File: config.mk
export PLATFORM = sky130hd
export DESIGN_NAME = serial_add_seq_flat
export DESIGN_NICKNAME = d
export VERILOG_FILES = /design/src/rtl/serial_add_seq_if.sv /design/src/rtl/serial_add_seq.sv /design/src/flat_wrapper.sv
export SDC_FILE = /design/constraint.sdc
export NUM_CORES = 1
export LEC_CHECK = 0
export ABC_AREA = 0
export BUFFER_PORTS_ARGS = -buffer_cell sky130_fd_sc_hd__buf_4
export CAP_MARGIN = 20
export CELL_PAD_IN_SITES_DETAIL_PLACEMENT = 1
export CELL_PAD_IN_SITES_GLOBAL_PLACEMENT = 2
export CORE_MARGIN = 2
export CORE_UTILIZATION = 37
export DETAILED_ROUTE_END_ITERATION = 10
export PLACE_DENSITY_LB_ADDON = 0.1
export SLEW_MARGIN = 20
export SYNTH_ARGS = -nofsm -noshare
export SYNTH_HDL_FRONTEND = slang
export SYNTH_SLANG_ARGS = --single-unit
export TNS_END_PERCENT = 5
File: constraint.sdc
create_clock -name clk -period 2.2 [get_ports clk]
set_clock_uncertainty 0.15 [all_clocks]
set_input_delay 0.33 -clock clk [delete_from_list [all_inputs] [get_ports clk]]
set_output_delay 0.33 -clock clk [all_outputs]
set_load 0.05 [all_outputs]
File: src/rtl/serial_add_seq_if.sv
`default_nettype none
// ============================================================================
// Module   : serial_add_seq_if
// Brief    : Command/result bundle between a requester and serial_add_seq.
// Revision : 1.0 - initial release
// ============================================================================
interface serial_add_seq_if #(
    parameter int WIDTH = 8
);
    logic             start;
    logic             abort;
    logic [WIDTH-1:0] a;
    logic [WIDTH-1:0] b;
    logic             cin;
    logic             busy;
    logic             done;
    logic [WIDTH-1:0] sum;
    logic             cout;

    modport master (
        output start, abort, a, b, cin,
        input  busy, done, sum, cout
    );

    modport slave (
        input  start, abort, a, b, cin,
        output busy, done, sum, cout
    );
endinterface
`default_nettype wire

File: src/rtl/serial_add_seq.sv
`default_nettype none
// ============================================================================
// Module   : serial_add_seq
// Brief    : Bit-serial adder sequencer time-sharing one external full adder.
// Revision : 1.0 - initial release
// ============================================================================
module serial_add_seq #(
    parameter int WIDTH      = 8,
    parameter int SETTLE_CYC = 2
) (
    input  logic             clk,
    input  logic             rst_n,
    serial_add_seq_if.slave  cmd,
    output logic             fa_a,
    output logic             fa_b,
    output logic             fa_ci,
    input  logic             fa_sum,
    input  logic             fa_co
);

    localparam int C_IDX_W = (WIDTH > 1) ? $clog2(WIDTH) : 1;
    localparam int C_CNT_W = (SETTLE_CYC > 1) ? $clog2(SETTLE_CYC) : 1;
    localparam logic [C_IDX_W-1:0] C_IDX_LAST = C_IDX_W'(WIDTH - 1);
    localparam logic [C_CNT_W-1:0] C_CNT_INIT = C_CNT_W'(SETTLE_CYC - 1);

    typedef enum logic [1:0] {
        S_IDLE   = 2'd0,
        S_SETTLE = 2'd1,
        S_DONE   = 2'd2
    } state_t;

    state_t             r_state, w_state_nxt;
    logic [C_IDX_W-1:0] r_idx, w_idx_nxt;
    logic [C_CNT_W-1:0] r_cnt, w_cnt_nxt;
    logic               r_carry, w_carry_nxt;
    logic [WIDTH-1:0]   r_a, w_a_nxt;
    logic [WIDTH-1:0]   r_b, w_b_nxt;
    logic [WIDTH-1:0]   r_part, w_part_nxt;
    logic               r_busy, w_busy_nxt;
    logic               r_done, w_done_nxt;
    logic [WIDTH-1:0]   r_sum, w_sum_nxt;
    logic               r_cout, w_cout_nxt;
    logic               r_fa_a, w_fa_a_nxt;
    logic               r_fa_b, w_fa_b_nxt;
    logic               r_fa_ci, w_fa_ci_nxt;
    logic [C_IDX_W-1:0] w_idx_inc;

    assign w_idx_inc = r_idx + 1'b1;

    always_ff @(posedge clk or negedge rst_n) begin
        if (!rst_n) begin
            r_state <= S_IDLE;
            r_idx   <= '0;
            r_cnt   <= '0;
            r_carry <= 1'b0;
            r_a     <= '0;
            r_b     <= '0;
            r_part  <= '0;
            r_busy  <= 1'b0;
            r_done  <= 1'b0;
            r_sum   <= '0;
            r_cout  <= 1'b0;
            r_fa_a  <= 1'b0;
            r_fa_b  <= 1'b0;
            r_fa_ci <= 1'b0;
        end else begin
            r_state <= w_state_nxt;
            r_idx   <= w_idx_nxt;
            r_cnt   <= w_cnt_nxt;
            r_carry <= w_carry_nxt;
            r_a     <= w_a_nxt;
            r_b     <= w_b_nxt;
            r_part  <= w_part_nxt;
            r_busy  <= w_busy_nxt;
            r_done  <= w_done_nxt;
            r_sum   <= w_sum_nxt;
            r_cout  <= w_cout_nxt;
            r_fa_a  <= w_fa_a_nxt;
            r_fa_b  <= w_fa_b_nxt;
            r_fa_ci <= w_fa_ci_nxt;
        end
    end

    // Adder inputs are loaded on the edge that enters each bit, so they are
    // already stable for the whole settle window of that bit.
    always_comb begin
        w_state_nxt = r_state;
        w_idx_nxt   = r_idx;
        w_cnt_nxt   = r_cnt;
        w_carry_nxt = r_carry;
        w_a_nxt     = r_a;
        w_b_nxt     = r_b;
        w_part_nxt  = r_part;
        w_busy_nxt  = r_busy;
        w_done_nxt  = 1'b0;
        w_sum_nxt   = r_sum;
        w_cout_nxt  = r_cout;
        w_fa_a_nxt  = r_fa_a;
        w_fa_b_nxt  = r_fa_b;
        w_fa_ci_nxt = r_fa_ci;

        case (r_state)
            S_IDLE: begin
                if (cmd.start && !cmd.abort) begin
                    w_state_nxt = S_SETTLE;
                    w_a_nxt     = cmd.a;
                    w_b_nxt     = cmd.b;
                    w_carry_nxt = cmd.cin;
                    w_part_nxt  = '0;
                    w_idx_nxt   = '0;
                    w_cnt_nxt   = C_CNT_INIT;
                    w_busy_nxt  = 1'b1;
                    w_fa_a_nxt  = cmd.a[0];
                    w_fa_b_nxt  = cmd.b[0];
                    w_fa_ci_nxt = cmd.cin;
                end
            end

            S_SETTLE: begin
                if (cmd.abort) begin
                    w_state_nxt = S_IDLE;
                    w_busy_nxt  = 1'b0;
                    w_fa_a_nxt  = 1'b0;
                    w_fa_b_nxt  = 1'b0;
                    w_fa_ci_nxt = 1'b0;
                end else if (r_cnt != '0) begin
                    w_cnt_nxt = r_cnt - 1'b1;
                end else begin
                    w_part_nxt[r_idx] = fa_sum;
                    w_carry_nxt       = fa_co;
                    if (r_idx == C_IDX_LAST) begin
                        w_state_nxt = S_DONE;
                        w_busy_nxt  = 1'b0;
                        w_fa_a_nxt  = 1'b0;
                        w_fa_b_nxt  = 1'b0;
                        w_fa_ci_nxt = 1'b0;
                    end else begin
                        w_idx_nxt   = w_idx_inc;
                        w_cnt_nxt   = C_CNT_INIT;
                        w_fa_a_nxt  = r_a[w_idx_inc];
                        w_fa_b_nxt  = r_b[w_idx_inc];
                        w_fa_ci_nxt = fa_co;
                    end
                end
            end

            S_DONE: begin
                w_sum_nxt   = r_part;
                w_cout_nxt  = r_carry;
                w_done_nxt  = 1'b1;
                w_state_nxt = S_IDLE;
            end

            default: begin
                w_state_nxt = S_IDLE;
            end
        endcase
    end

    assign cmd.busy = r_busy;
    assign cmd.done = r_done;
    assign cmd.sum  = r_sum;
    assign cmd.cout = r_cout;
    assign fa_a     = r_fa_a;
    assign fa_b     = r_fa_b;
    assign fa_ci    = r_fa_ci;

endmodule
`default_nettype wire

File: src/flat_wrapper.sv
// flat-port wrapper written by rule: the top's interface ports become plain ports
module serial_add_seq_flat 
#(
    parameter int WIDTH      = 8,
    parameter int SETTLE_CYC = 2
)
  (clk, rst_n, fa_a, fa_b, fa_ci, fa_sum, fa_co, cmd_start, cmd_abort, cmd_a, cmd_b, cmd_cin, cmd_busy, cmd_done, cmd_sum, cmd_cout);
  serial_add_seq_if #(.WIDTH(WIDTH)) cmd_i ();
  input  logic clk;
  input  logic rst_n;
  output logic fa_a;
  output logic fa_b;
  output logic fa_ci;
  input  logic fa_sum;
  input  logic fa_co;
  input wire logic [$bits(cmd_i.start)-1:0] cmd_start;
  input wire logic [$bits(cmd_i.abort)-1:0] cmd_abort;
  input wire logic [$bits(cmd_i.a)-1:0] cmd_a;
  input wire logic [$bits(cmd_i.b)-1:0] cmd_b;
  input wire logic [$bits(cmd_i.cin)-1:0] cmd_cin;
  output wire logic [$bits(cmd_i.busy)-1:0] cmd_busy;
  output wire logic [$bits(cmd_i.done)-1:0] cmd_done;
  output wire logic [$bits(cmd_i.sum)-1:0] cmd_sum;
  output wire logic [$bits(cmd_i.cout)-1:0] cmd_cout;
  assign cmd_i.start = cmd_start;
  assign cmd_i.abort = cmd_abort;
  assign cmd_i.a = cmd_a;
  assign cmd_i.b = cmd_b;
  assign cmd_i.cin = cmd_cin;
  assign cmd_busy = cmd_i.busy;
  assign cmd_done = cmd_i.done;
  assign cmd_sum = cmd_i.sum;
  assign cmd_cout = cmd_i.cout;
  serial_add_seq #(.WIDTH(WIDTH), .SETTLE_CYC(SETTLE_CYC)) u_core (.clk(clk), .rst_n(rst_n), .cmd(cmd_i), .fa_a(fa_a), .fa_b(fa_b), .fa_ci(fa_ci), .fa_sum(fa_sum), .fa_co(fa_co));
endmodule
### Word-level counts from Yosys, hierarchy flattened

Index checks and enable logic that the tools add are counted.

| cells by class | value |
|---|---|
| $add $sub $neg | 2 |
| muxes and demuxes | 49 |
| magnitude comparators | 3 |
| eq/ne operators | 9 |
| reductions and logical operators | 12 |

Operators by type and width:

| kind | number |
|---|---|
| $mux W1 | 25 |
| $mux W8 | 3 |
| $pmux W8 S2 | 1 |
| $mux W3 | 4 |
| $pmux W1 S2 | 6 |
| $reduce_and A3 Y1 | 3 |
| $bwmux W8 | 1 |
| $lt A3 B4 Y1 const B | 2 |
| $mux W2 | 4 |
| $reduce_and A4 Y1 | 2 |
| $bmux W1 S3 | 2 |
| $ne A2 B2 Y1 const B | 3 |
| $pmux W3 S2 | 1 |
| $reduce_and A5 Y1 | 1 |
| $pmux W2 S2 | 1 |
| $add A3 B1 Y3 const B | 1 |
| $demux W1 S3 | 1 |
| $eq A3 B3 Y1 const B | 1 |
| $ge A3 B1 Y1 const B | 1 |
| $ne A3 B2 Y1 const B | 1 |
| $ne A3 B3 Y1 const B | 1 |
| $eq A2 B1 Y1 const B | 1 |
| $eq A2 B2 Y1 const B | 1 |
| $logic_and A1 B1 Y1 | 2 |
| 6 further kinds | 6 |

| storage, ports and cells | value |
|---|---|
| word-level logic and storage cells | 89 |
| output and inout port bits | 14 |
| input port bits | 23 |
| bits in registers | 45 |

### Logic depth before layout (Yosys ltp)

| depth | value |
|---|---|
| depth in word-level cells | 8 |
| mapped depth | 6 |
| gate-level depth less buffers | 6 |

### Worst setup path before layout

OpenSTA, ideal clock, no wires.

| path | value |
|---|---|
| path kind | register -> register |
| start | register u_core.r_idx[0] |
| end | register u_core.r_fa_a, in the netlist u_core.fa_a |
| stages on the path, launching flop included | 6 |
| arrival | 1.676 ns |
| path buffers | 1 |
| clock period less this slack | 1.951 ns |
| slack | 0.249 ns |
| cells stage by stage | dfrtp_1 buf_6 mux4_1 mux2_2 a22o_1 mux2_2 |

| between the ends | value |
|---|---|
| cells in the longest elaborated chain, start to end | 7 |
| elaborated cells on any way between the ends | 8 |
| classes of those cells | add/sub (1); eq/ne (1); mux (6) |

RTL lines:

| what | RTL line | RTL |
|---|---|---|
| from (decl) | serial_add_seq.sv:33 | `logic [C_IDX_W-1:0] r_idx, w_idx_nxt;` |
| from (signal assigned) | serial_add_seq.sv:68 | `r_idx <= w_idx_nxt;` |
| $add A3 B1 Y3 | serial_add_seq.sv:48 | `assign w_idx_inc = r_idx + 1'b1;` |
| $bmux W1 S3 | serial_add_seq.sv:140 | `w_fa_a_nxt = r_a[w_idx_inc];` |
| $mux W1 (implied by the code) | serial_add_seq.sv:140 |  |
| $mux W1 (*) | serial_add_seq.sv:131 | `if (r_idx == C_IDX_LAST) begin` |
| $mux W1 (*) | serial_add_seq.sv:126 | `end else if (r_cnt != '0) begin` |
| $mux W1 (*) | serial_add_seq.sv:120 | `if (cmd.abort) begin` |
| $pmux W1 S2 (*) | serial_add_seq.sv:102 | `case (r_state)` |
| to (signal assigned) | serial_add_seq.sv:78 | `r_fa_a <= w_fa_a_nxt;` |
| to (decl) | serial_add_seq.sv:43 | `logic r_fa_a, w_fa_a_nxt;` |

Mark *: on every way between the ends. The rest lies on a longest branch, timed or not. The select of a mux whose other input is x is not followed.
A chain may end at the register's enable or synchronous reset.

### Worst setup path in the final report

| path | value |
|---|---|
| start | register u_core.r_idx[0] |
| end | register u_core.r_fa_b, in the netlist u_core.fa_b |

| between the ends | value |
|---|---|
| cells in the longest elaborated chain, start to end | 7 |
| elaborated cells on any way between the ends | 8 |
| classes of those cells | add/sub (1); eq/ne (1); mux (6) |

RTL lines:

| what | RTL line | RTL |
|---|---|---|
| $add A3 B1 Y3 | serial_add_seq.sv:48 |  |
| $bmux W1 S3 | serial_add_seq.sv:141 | `w_fa_b_nxt = r_b[w_idx_inc];` |
| $mux W1 (implied by the code) | serial_add_seq.sv:141 |  |
| $mux W1 (*) | serial_add_seq.sv:131 |  |
| $mux W1 (*) | serial_add_seq.sv:126 |  |
| $mux W1 (*) | serial_add_seq.sv:120 |  |
| $pmux W1 S2 (*) | serial_add_seq.sv:102 |  |
| to (signal assigned) | serial_add_seq.sv:79 | `r_fa_b <= w_fa_b_nxt;` |
| to (decl) | serial_add_seq.sv:44 | `logic r_fa_b, w_fa_b_nxt;` |

Marked as above.

==> flow_metrics.env <==
export IMPL_status="complete, no violations"
export IMPL_dp_cells=264
export IMPL_dieArea_um2=6169
export IMPL_critPathKind="flop to flop"
export IMPL_cts_buffer_depth=2
export IMPL_ir_worst_vdd_mv=0.3584
export IMPL_fin_crit_sh_pct=96.22
export IMPL_ys_types=32
export IMPL_endpoint_kind="flop"
export IMPL_totalWireLength_um=4436
export IMPL_area_delta_synth_final_pct=22.70
export IMPL_cp_data_arrival_time_ns=2.15
export IMPL_fill_cells=593
export IMPL_antenna_left=0
export IMPL_synth_top_family_by_area="multiplexers"
export IMPL_synthXorXnorAreaFrac_pct=0
export IMPL_syn_area_um2=2056
export IMPL_final_cells=273
export IMPL_fmax_mhz=472.4
export IMPL_synthMuxAreaShare_pct=22.03
export IMPL_synth_fa_ha_area_share_pct=1.826
export IMPL_antenna_cells=0
export IMPL_finalPower_w=0.002047
export IMPL_drcViolationCount=0
export IMPL_dr_pass1_iters=3
export IMPL_p_leak_nw=1.185
export IMPL_whs_ns=0.1037
export IMPL_maxSlewHeadroom_pct=62.74
export IMPL_gr_usage_all_layers_pct=15.87
export IMPL_clk_pin_slew_ns=0.08
export IMPL_hold_violations=0
export IMPL_avgSynthCellArea_um2=12.93
export IMPL_p_sw_w=0.0006207
export IMPL_synthesis_nets=185
export IMPL_synth_seq_area_share_pct=54.78
export IMPL_gp_congestion=0.7490
export IMPL_rows=27
export IMPL_rsz0062_at_grt="no"
export IMPL_port_buffers=36
export IMPL_power_density_nw_per_um2=811.7
export IMPL_tritoncts="yes"
export IMPL_pwr_share_seq_pct=50.1
export IMPL_totalNegativeSetupSlack_ns=0
export IMPL_clock_power_share_pct=23.4
export IMPL_netlist_instances=159
export IMPL_htreeDepth=2
export IMPL_cp_required_ns=2.23
export IMPL_vias=1423
export IMPL_seq_area_um2=1126
export IMPL_comb_power_share_pct=26.5
export IMPL_start_util_pct=37.80
export IMPL_swShare_pct=30.32
export IMPL_critical_path_max_fanout=6
export IMPL_finalNetCount=226
export IMPL_synth_simple_area_share_pct=5.295
export IMPL_worstMarginPinSlew_ns=0.5589
export IMPL_max_cap_violations=0
export IMPL_synth_compound_area_share_pct=12.60
export IMPL_clock_latency_ns=0.29
export IMPL_drtIter0Drc=26
export IMPL_die_w_um=78.54
export IMPL_startpoint_type="flop"
export IMPL_drive_above_1_share_pct=28.36
export IMPL_worstHoldPathType="primary input to flop"
export IMPL_slew_viol_final=0
export IMPL_clock_sinks=45
export IMPL_ys_ff_latch=45
export IMPL_internal_power_w=0.001427
export IMPL_fp_dieH_um=78.54
export IMPL_vias_per_cell=5.212
export IMPL_core_area_um2=5439
export IMPL_grt_max_degree=46
export IMPL_antenna_found_initial=0
export IMPL_wl_per_cell_um=16.25
export IMPL_multiInputGateArea_um2=870.8
export IMPL_pin_count=37
export IMPL_post_cts_buffers=0
export IMPL_grt_pass1_vias=1519
export IMPL_cts_buffers=5
export IMPL_cts_root_buf="clkbuf_8"
export IMPL_setup_viol=0
export IMPL_grt_pass1_wl_um=7610
export IMPL_layout_min_cycle_time_ns=2.117
export IMPL_grt_remaining_overflow=0
export IMPL_ys_warnings_count=0
export IMPL_post_dp_hpwl_um=3216
==> synth_stat cells <==
master	instances	area, µm²
o31a_1	1	8.760
nand2b_1	4	25.02
a31oi_1	5	31.28
a2bb2oi_1	1	8.760
buf_6	1	11.26
mux2i_1	1	10.01
o21ai_1	11	55.05
nor3_1	2	10.01
buf_1	1	3.750
inv_1	2	7.510
mux2_2	5	56.30
o41ai_1	7	61.31
nand2_1	6	22.52
nor3_2	1	10.01
o21ai_0	1	5.000
mux2_1	25	281.5
clkbuf_1	5	18.77
o211ai_1	1	7.510
nor2_1	6	22.52
and3_1	1	6.260
or3_1	1	6.260
a32o_1	1	10.01
buf_2	3	15.01
o21bai_1	1	7.510
a21oi_1	4	20.02
dfrtp_1	45	1126
clkinv_1	2	7.510
a22o_1	5	43.79
ha_1	3	37.54
inv_2	2	7.510
mux4_1	4	105.1
nor2b_1	1	6.260
==> metrics by stage <==
stage	utilization, %	setup slack (ns)	instance area, µm²
finish	46.38	0.08308	2522
CTS	46.15	0.01421	2510
global route	46.38	0.02085	2522
detailed placement	44.49	0.01543	2420
floorplan	-	0.2493	2056
global placement	44.49	0.1016	2420
==> cell usage in the layout, fill, tap and decap left out, types with 2 or more instances in the layout <==
cell	instances
a21oi_1	4
a22o_1	5
a31oi_1	5
buf_4	43
clkbuf_1	3
clkbuf_8	5
clkinv_1	2
dfrtp_1	45
ha_1	2
inv_1	2
inv_2	2
mux2_1	25
mux2_2	5
mux4_1	4
nand2_1	6
nand2b_1	4
nor2_1	6
nor3_1	2
o21ai_1	11
o41ai_1	7
==> final timing paths <==
path	endpoint	slack, ns	start	cells past startpoint
setup / recovery	u_core.fa_b	0.08	u_core.r_idx[0]	4
min in group asynchronous	u_core.cmd.sum[3]	0.42	rst_n	2
hold / removal	u_core.r_a[5]	0.10	cmd_a[5]	2
setup reg to reg	u_core.fa_b	0.08	u_core.r_idx[0]	4
hold reg to reg	u_core.r_b[5]	0.34	u_core.r_b[5]	1
max in group asynchronous	u_core.r_a[4]	1.09	rst_n	2
==> kinds of logic (layout without fill, tap and decap cells) <==
group | count (synthesis) | in the layout
buffers and inverters | 16 | 58
DFF | 45 | 45
muxes | 35 | 35
AOI/OAI and AO/OA | 38 | 38
adders and majority gates | 3 | 3
and+or+nand+nor | 22 | 22
==> per-layer routing <==
layer	routed length [µm]	vias to the layer above	track usage [%]
li1	-	671	-
met1	1928	721	19.66
met2	2300	25	27.01
met3	160	6	4.253
met4	46	0	4.912
met5	0	-	0
==> repair_timing <==
action | in CTS | in global routing
hold endpoints to repair | 45 | 0
gates resized for setup | 0 | 1
setup endpoints to repair | 0 | 2
hold buffers | 1 | 0
==> flip-flops by register name, summed over array words and instances, names as in the netlist <==
register	cells
u_core.r_part	8
u_core.cmd.sum	8
u_core.r_cnt	1
u_core.r_idx	3
u_core.cmd.done	1
u_core.cmd.cout	1
u_core.r_b	8
u_core.r_state	2
u_core.cmd.busy	1
u_core.fa_b	1
u_core.r_a	8
u_core.fa_ci	1
u_core.r_carry	1
u_core.fa_a	1
==> power by group through the flow <==
stage / clock network (W) / logic (W) / registers (W)
2_1_floorplan: 0 / 0.000312 / 0.00108
3_3_place_gp: 0 / 0.000516 / 0.00104
3_5_place_dp: 0 / 0.000539 / 0.00104
4_1_cts: 0.000511 / 0.000543 / 0.00102
5_1_grt: 0.000551 / 0.000588 / 0.00104
6_report: 0.000479 / 0.000543 / 0.00103
==> final cells by class <==
type                       instances  share of cell area [%]
clock buffer                       8                   3.175
inverter                           6                  0.8929
multi-input combinational         98                   34.52
sequential                        45                   44.64
tap                               72                   3.571
timing repair buffer              44                   13.19
==> worst max-delay path, cell delays in order (launching register included) <==
cell and delay (ns):
dfrtp_1 0.52, mux4_1 0.60, mux2_2 0.28, a22o_1 0.20, mux2_2 0.26
(Power assumes the default switching activity.)
